## src/rtl/irq_ctrl.sv

```systemverilog
// irq_ctrl: interrupt aggregation device on the system bridge.
//   Latches per-source device IRQs (edge or level mode), masks them with
//   ENABLE, and presents a prioritised vector plus a summary IRQ to CP0.
// Ports:
//   clk    - system clock, all state on rising edge
//   reset  - asynchronous active-low reset
//   Addr   - word address [31:2]; Addr[4:2] selects the register
//   WE     - write strobe (device already selected)
//   Din    - write data
//   Dout   - read data, combinational from Addr[4:2]
//   IrqIn  - device IRQ levels (same clock domain)
//   HWInt  - pending & enable, to CP0 Cause.IP
//   IRQ    - OR of HWInt
// Register map (Addr[4:2]): 0 ENABLE, 1 PENDING (W1C), 2 MODE (1=edge),
//   3 VECTOR {valid,28'b0,idx}, 4 COUNT (only with IRQ_CNT_EN), others 0.
// Optional feature: define IRQ_CNT_EN for per-source 8-bit saturating
//   rise counters readable through COUNT (sources 0-3, byte per source).
module irq_ctrl #(
  parameter int unsigned N_SRC = 6
) (
  input  logic             clk,
  input  logic             reset,
  input  logic [31:2]      Addr,
  input  logic             WE,
  input  logic [31:0]      Din,
  output logic [31:0]      Dout,
  input  logic [N_SRC-1:0] IrqIn,
  output logic [N_SRC-1:0] HWInt,
  output logic             IRQ
);

  logic [N_SRC-1:0] enable_q, enable_d;
  logic [N_SRC-1:0] pending_q, pending_d;
  logic [N_SRC-1:0] mode_q, mode_d;
  logic [N_SRC-1:0] prev_q, prev_d;

  logic [2:0]       sel;
  logic [N_SRC-1:0] rise;
  logic [N_SRC-1:0] clr;
  logic             vec_valid;
  logic [2:0]       vec_idx;
  logic             vec_found;

  logic unused_bits;
  assign unused_bits = ^{Addr[31:5], Din[31:N_SRC]};

  assign sel  = Addr[4:2];
  assign rise = IrqIn & ~prev_q;
  assign clr  = (WE && sel == 3'd1) ? Din[N_SRC-1:0] : '0;

`ifdef IRQ_CNT_EN
  logic [N_SRC-1:0][7:0] cnt_q, cnt_d;

  // A level source's 0->1 transition is the same event as rise, so one
  // increment condition serves both modes. A COUNT write wins over a rise.
  always_comb begin
    cnt_d = cnt_q;
    if (WE && sel == 3'd4) begin
      cnt_d = '0;
    end else begin
      for (int unsigned i = 0; i < N_SRC; i++) begin
        if (rise[i] && cnt_q[i] != 8'hFF) cnt_d[i] = cnt_q[i] + 8'd1;
      end
    end
  end

  always_ff @(posedge clk or negedge reset) begin
    if (!reset) cnt_q <= '0;
    else        cnt_q <= cnt_d;
  end
`endif

  always_comb begin
    enable_d = (WE && sel == 3'd0) ? Din[N_SRC-1:0] : enable_q;
    mode_d   = (WE && sel == 3'd2) ? Din[N_SRC-1:0] : mode_q;
    prev_d   = IrqIn;
    // Uses the registered mode so a MODE write never disturbs PENDING in
    // the write cycle; in edge mode a set beats a same-cycle clear.
    for (int unsigned i = 0; i < N_SRC; i++) begin
      pending_d[i] = mode_q[i] ? (rise[i] | (pending_q[i] & ~clr[i]))
                               : IrqIn[i];
    end
  end

  always_ff @(posedge clk or negedge reset) begin
    if (!reset) begin
      enable_q  <= '0;
      pending_q <= '0;
      mode_q    <= '0;
      prev_q    <= '0;
    end else begin
      enable_q  <= enable_d;
      pending_q <= pending_d;
      mode_q    <= mode_d;
      prev_q    <= prev_d;
    end
  end

  assign HWInt = pending_q & enable_q;
  assign IRQ   = |HWInt;

  always_comb begin
    vec_valid = |HWInt;
    vec_idx   = '0;
    vec_found = 1'b0;
    for (int unsigned i = 0; i < N_SRC; i++) begin
      if (HWInt[i] && !vec_found) begin
        vec_idx   = 3'(i);
        vec_found = 1'b1;
      end
    end
  end

  always_comb begin
    Dout = '0;
    unique case (sel)
      3'd0: Dout[N_SRC-1:0] = enable_q;
      3'd1: Dout[N_SRC-1:0] = pending_q;
      3'd2: Dout[N_SRC-1:0] = mode_q;
      3'd3: Dout = {vec_valid, 28'b0, vec_idx};
`ifdef IRQ_CNT_EN
      3'd4: begin
        for (int unsigned i = 0; i < 4; i++) begin
          if (i < N_SRC) Dout[8*i +: 8] = cnt_q[i];
        end
      end
`endif
      default: Dout = '0;
    endcase
  end

endmodule
```

## config.mk

```make
export PLATFORM = sky130hd
export DESIGN_NAME = irq_ctrl
export DESIGN_NICKNAME = d
export VERILOG_FILES = /design/src/rtl/irq_ctrl.sv
export SDC_FILE = /design/constraint.sdc
export NUM_CORES = 1
export LEC_CHECK = 0
export ABC_AREA = 1
export CAP_MARGIN = 10
export CORE_UTILIZATION = 30
export DETAILED_ROUTE_END_ITERATION = 12
export GPL_TIMING_DRIVEN = 0
export PLACE_DENSITY = 0.77
export REMOVE_ABC_BUFFERS = 1
export SYNTH_ARGS = -nofsm -noshare
export SYNTH_HDL_FRONTEND = slang
export SYNTH_SLANG_ARGS = --single-unit
```

## constraint.sdc

```tcl
create_clock -name clk -period 1.05 [get_ports clk]
set_input_delay 0.1575 -clock clk [delete_from_list [all_inputs] [get_ports clk]]
set_output_delay 0.1575 -clock clk [all_outputs]
set_load 0.05 [all_outputs]
```

==> run summary <==
Status - complete, but fails checks
Failing checks - DRC, setup timing
Vias in the first global route - 1160
Num rows - 24
Hold-fix buffers, CTS - 0
Clock skew after layout - 0.614 ps
ANT nets after route - 0
Post-DP HPWL - 2040 µm
Tcrit/Tclk final - 152%
Power density over the cells - 1590 nW/µm²
Die width - 70.5 µm
Root Buffer - clkbuf_8
Slowest stage delay, CP - 400 ps
Mapped Area - 1410 µm²
Area Overhead vs Synth - 49.5%
Io pins - 110
Final Worst Setup Slack - -551 ps
Worst Setup End Kind - output pin
Max Clock Freq - 625 MHz
Multi-input logic area - 718 µm²
Slew Limit Fails - 0
Clk_lat worst skew - 270 ps
WS Path Type - reg -> out
Die Y-Extent - 70.5 µm
Layout Cells excl Fill - 289
Final #Nets - 309
TritonCTS clock tree - done
Clock Pin Slew Worst Setup and Hold Paths - 80 ps
First-pass GRT wire length - 5240 µm
Worst vdd ir - 0.565 mV
Crit-path leading delay family - simple AND/OR/NAND/NOR gates
Maxcap violations - 0
Vias per cell - 4.32
Leakage - 0.00112 µW
CTS buffer count - 3
Unrepaired setup endpoints after global routing - yes
Drc violations - 14
CORE AREA - 4440 µm²
TritonRoute pass-1 iters - 12
Pre-CTS WS - -1300 ps
Top_reg_cell synth - dfrtp_1
Minimum clock period - 1600 ps
Hold Fails Final Rpt - 0
Worst R2R Path Depth - 4
Drt wl/cell - 11.8 µm
Cells after synthesis - 180
Ys Warns - 0
Share of layout cells above drive strength 1 - 40.9%
N_diodes - 0
CP max-delay cell - dfrtp_1
Initial antenna violation count - 0
Max transition margin - 30.4%
Hold WS - 172 ps
Gpl congestion - 0.763
Sequential Area - 601 µm²
Initial DRC count - 96
Die Area - 4970 µm²
DP Cell Count - 260
Netlist cell types - 21
Commonest non-fill, non-tap cell in the layout - nand2_1
Seq cells post-synth - 24
Filler cells - 405
Starting Density - 31.6%
Startpoint types - flop
Final setup viols - 14
Commonest non-fill, non-tap cells in the layout - nand2_1 (53), conb_1 (25), dfrtp_1 (24), buf_4 (18), nand2_2 (15)
Async set-reset flop share out of synthesis - 100%
Global route overflow - 0
Routed WL - 3420 µm
Worst Tran Pin Value - 1040 ps
Total power - 3340 µW
Arrival time at the worst endpoint - 1440 ps
Post-synthesis sequential area ratio - 42.7%
Max Root-Sink Buffers - 2
Post-synth EDFFs - 0
Worst path buffer plus inverter count - 1
Largest net degree at the start of global routing - 25
Synth Area per Inst - 7.81 µm²
Vias - 1249
Critical Path Stages - 8
Req. time, crit path - 890 ps
CP cell instances - nand2_2 > nand2_4 > nor2_4 > nand3_2 > nand2_1 > nand2_1 > nand2_2 > buf_8
# H-tree levels - 1
GRT Overall Usage - 13.8%
PortBufs - 31
Worst min path class - in -> async
CTS Sinks - 24
Worst Path Max Fanout - 3
## cells in the mapped netlist (2+ instances only)
| master | number | area [µm²] |
|---|---|---|
| a21oi_1 | 2 | 10.0 |
| nor2_1 | 4 | 15.0 |
| nand2_1 | 68 | 255 |
| nand3_1 | 11 | 55.1 |
| nand2_2 | 2 | 12.5 |
| dfrtp_1 | 24 | 601 |
| inv_1 | 18 | 67.6 |
| buf_6 | 2 | 22.5 |
| o21ai_2 | 12 | 105 |
| buf_4 | 25 | 188 |
| nor2_2 | 2 | 12.5 |
## metrics by stage
stage	TNS [ps]	util, %	cell area (µm²)
final	-4390	47.3	2100
after global routing	-5000	47.3	2100
after CTS	-3680	44.1	1960
after detailed placement	-29040	37.4	1660
after global placement	-28560	37.4	1660
after floorplan	-1810	-	1290
## flip-flops by register name, summed over array words and instances, names as in the netlist
name / cells
pending_q: 6
prev_q: 6
mode_q: 6
enable_q: 6
## worst paths after layout
path                                   startpoint                endpoint  slack [ps]
max in group asynchronous                   reset   mode_q[0]$_DFFE_PN0P_         240
hold / removal                              reset  pending_q[5]$_DFF_PN0_         170
hold reg to reg               prev_q[1]$_DFF_PN0_  pending_q[1]$_DFF_PN0_         490
setup / recovery           pending_q[3]$_DFF_PN0_                 Dout[0]        -550
min in group clk                         IrqIn[4]     prev_q[4]$_DFF_PN0_         340
setup reg to reg           pending_q[3]$_DFF_PN0_  pending_q[3]$_DFF_PN0_         190
## worst register-to-register path: cells and delay by family, from the launching register on
kind	cells	cell delay [ps]
flip-flops	1	400
AND/OR/NAND/NOR	2	110
buffers and inverters	2	250
## cells by family after synthesis
group	after synthesis	share of synthesized area, %
and+or+nand+nor	92	27.5
DFF	24	42.7
AOI/OAI and AO/OA	16	9.07
buffers and inverters	47	20.5
other	1	0.267
## power by group
| group | leakage [µW] | total (µW) | switching, µW | internal [µW] |
|---|---|---|---|---|
| registers | 0.000290 | 1170 | 114 | 1060 |
| logic | 0.000801 | 1520 | 926 | 599 |
| clock network | 0.0000288 | 640 | 304 | 336 |
| total | 0.00112 | 3340 | 1340 | 1990 |
## routing by layer
metal	global-route usage, %	part of all wire, %	vias to the layer above
met3	2.89	4.9	9
met5	0	0	-
met4	6.58	2.3	0
li1	-	-	619
met2	23.5	52	47
met1	16.4	41	574
## area by class of cell
cell class | count | area share (%)
multi-input cells | 133 | 34.2
flip-flops and latches | 24 | 28.6
repair buffers | 56 | 27.5
inverters | 20 | 4.05
well taps | 52 | 3.10
clock buffers | 4 | 2.62
## repair_timing
action,4_1_cts,5_1_grt
resized for setup,144,27
endpoints found under the setup margin,56,23
buffers inserted,17,12
pin swaps,17,15
Power figures use the tool's default switching activity.
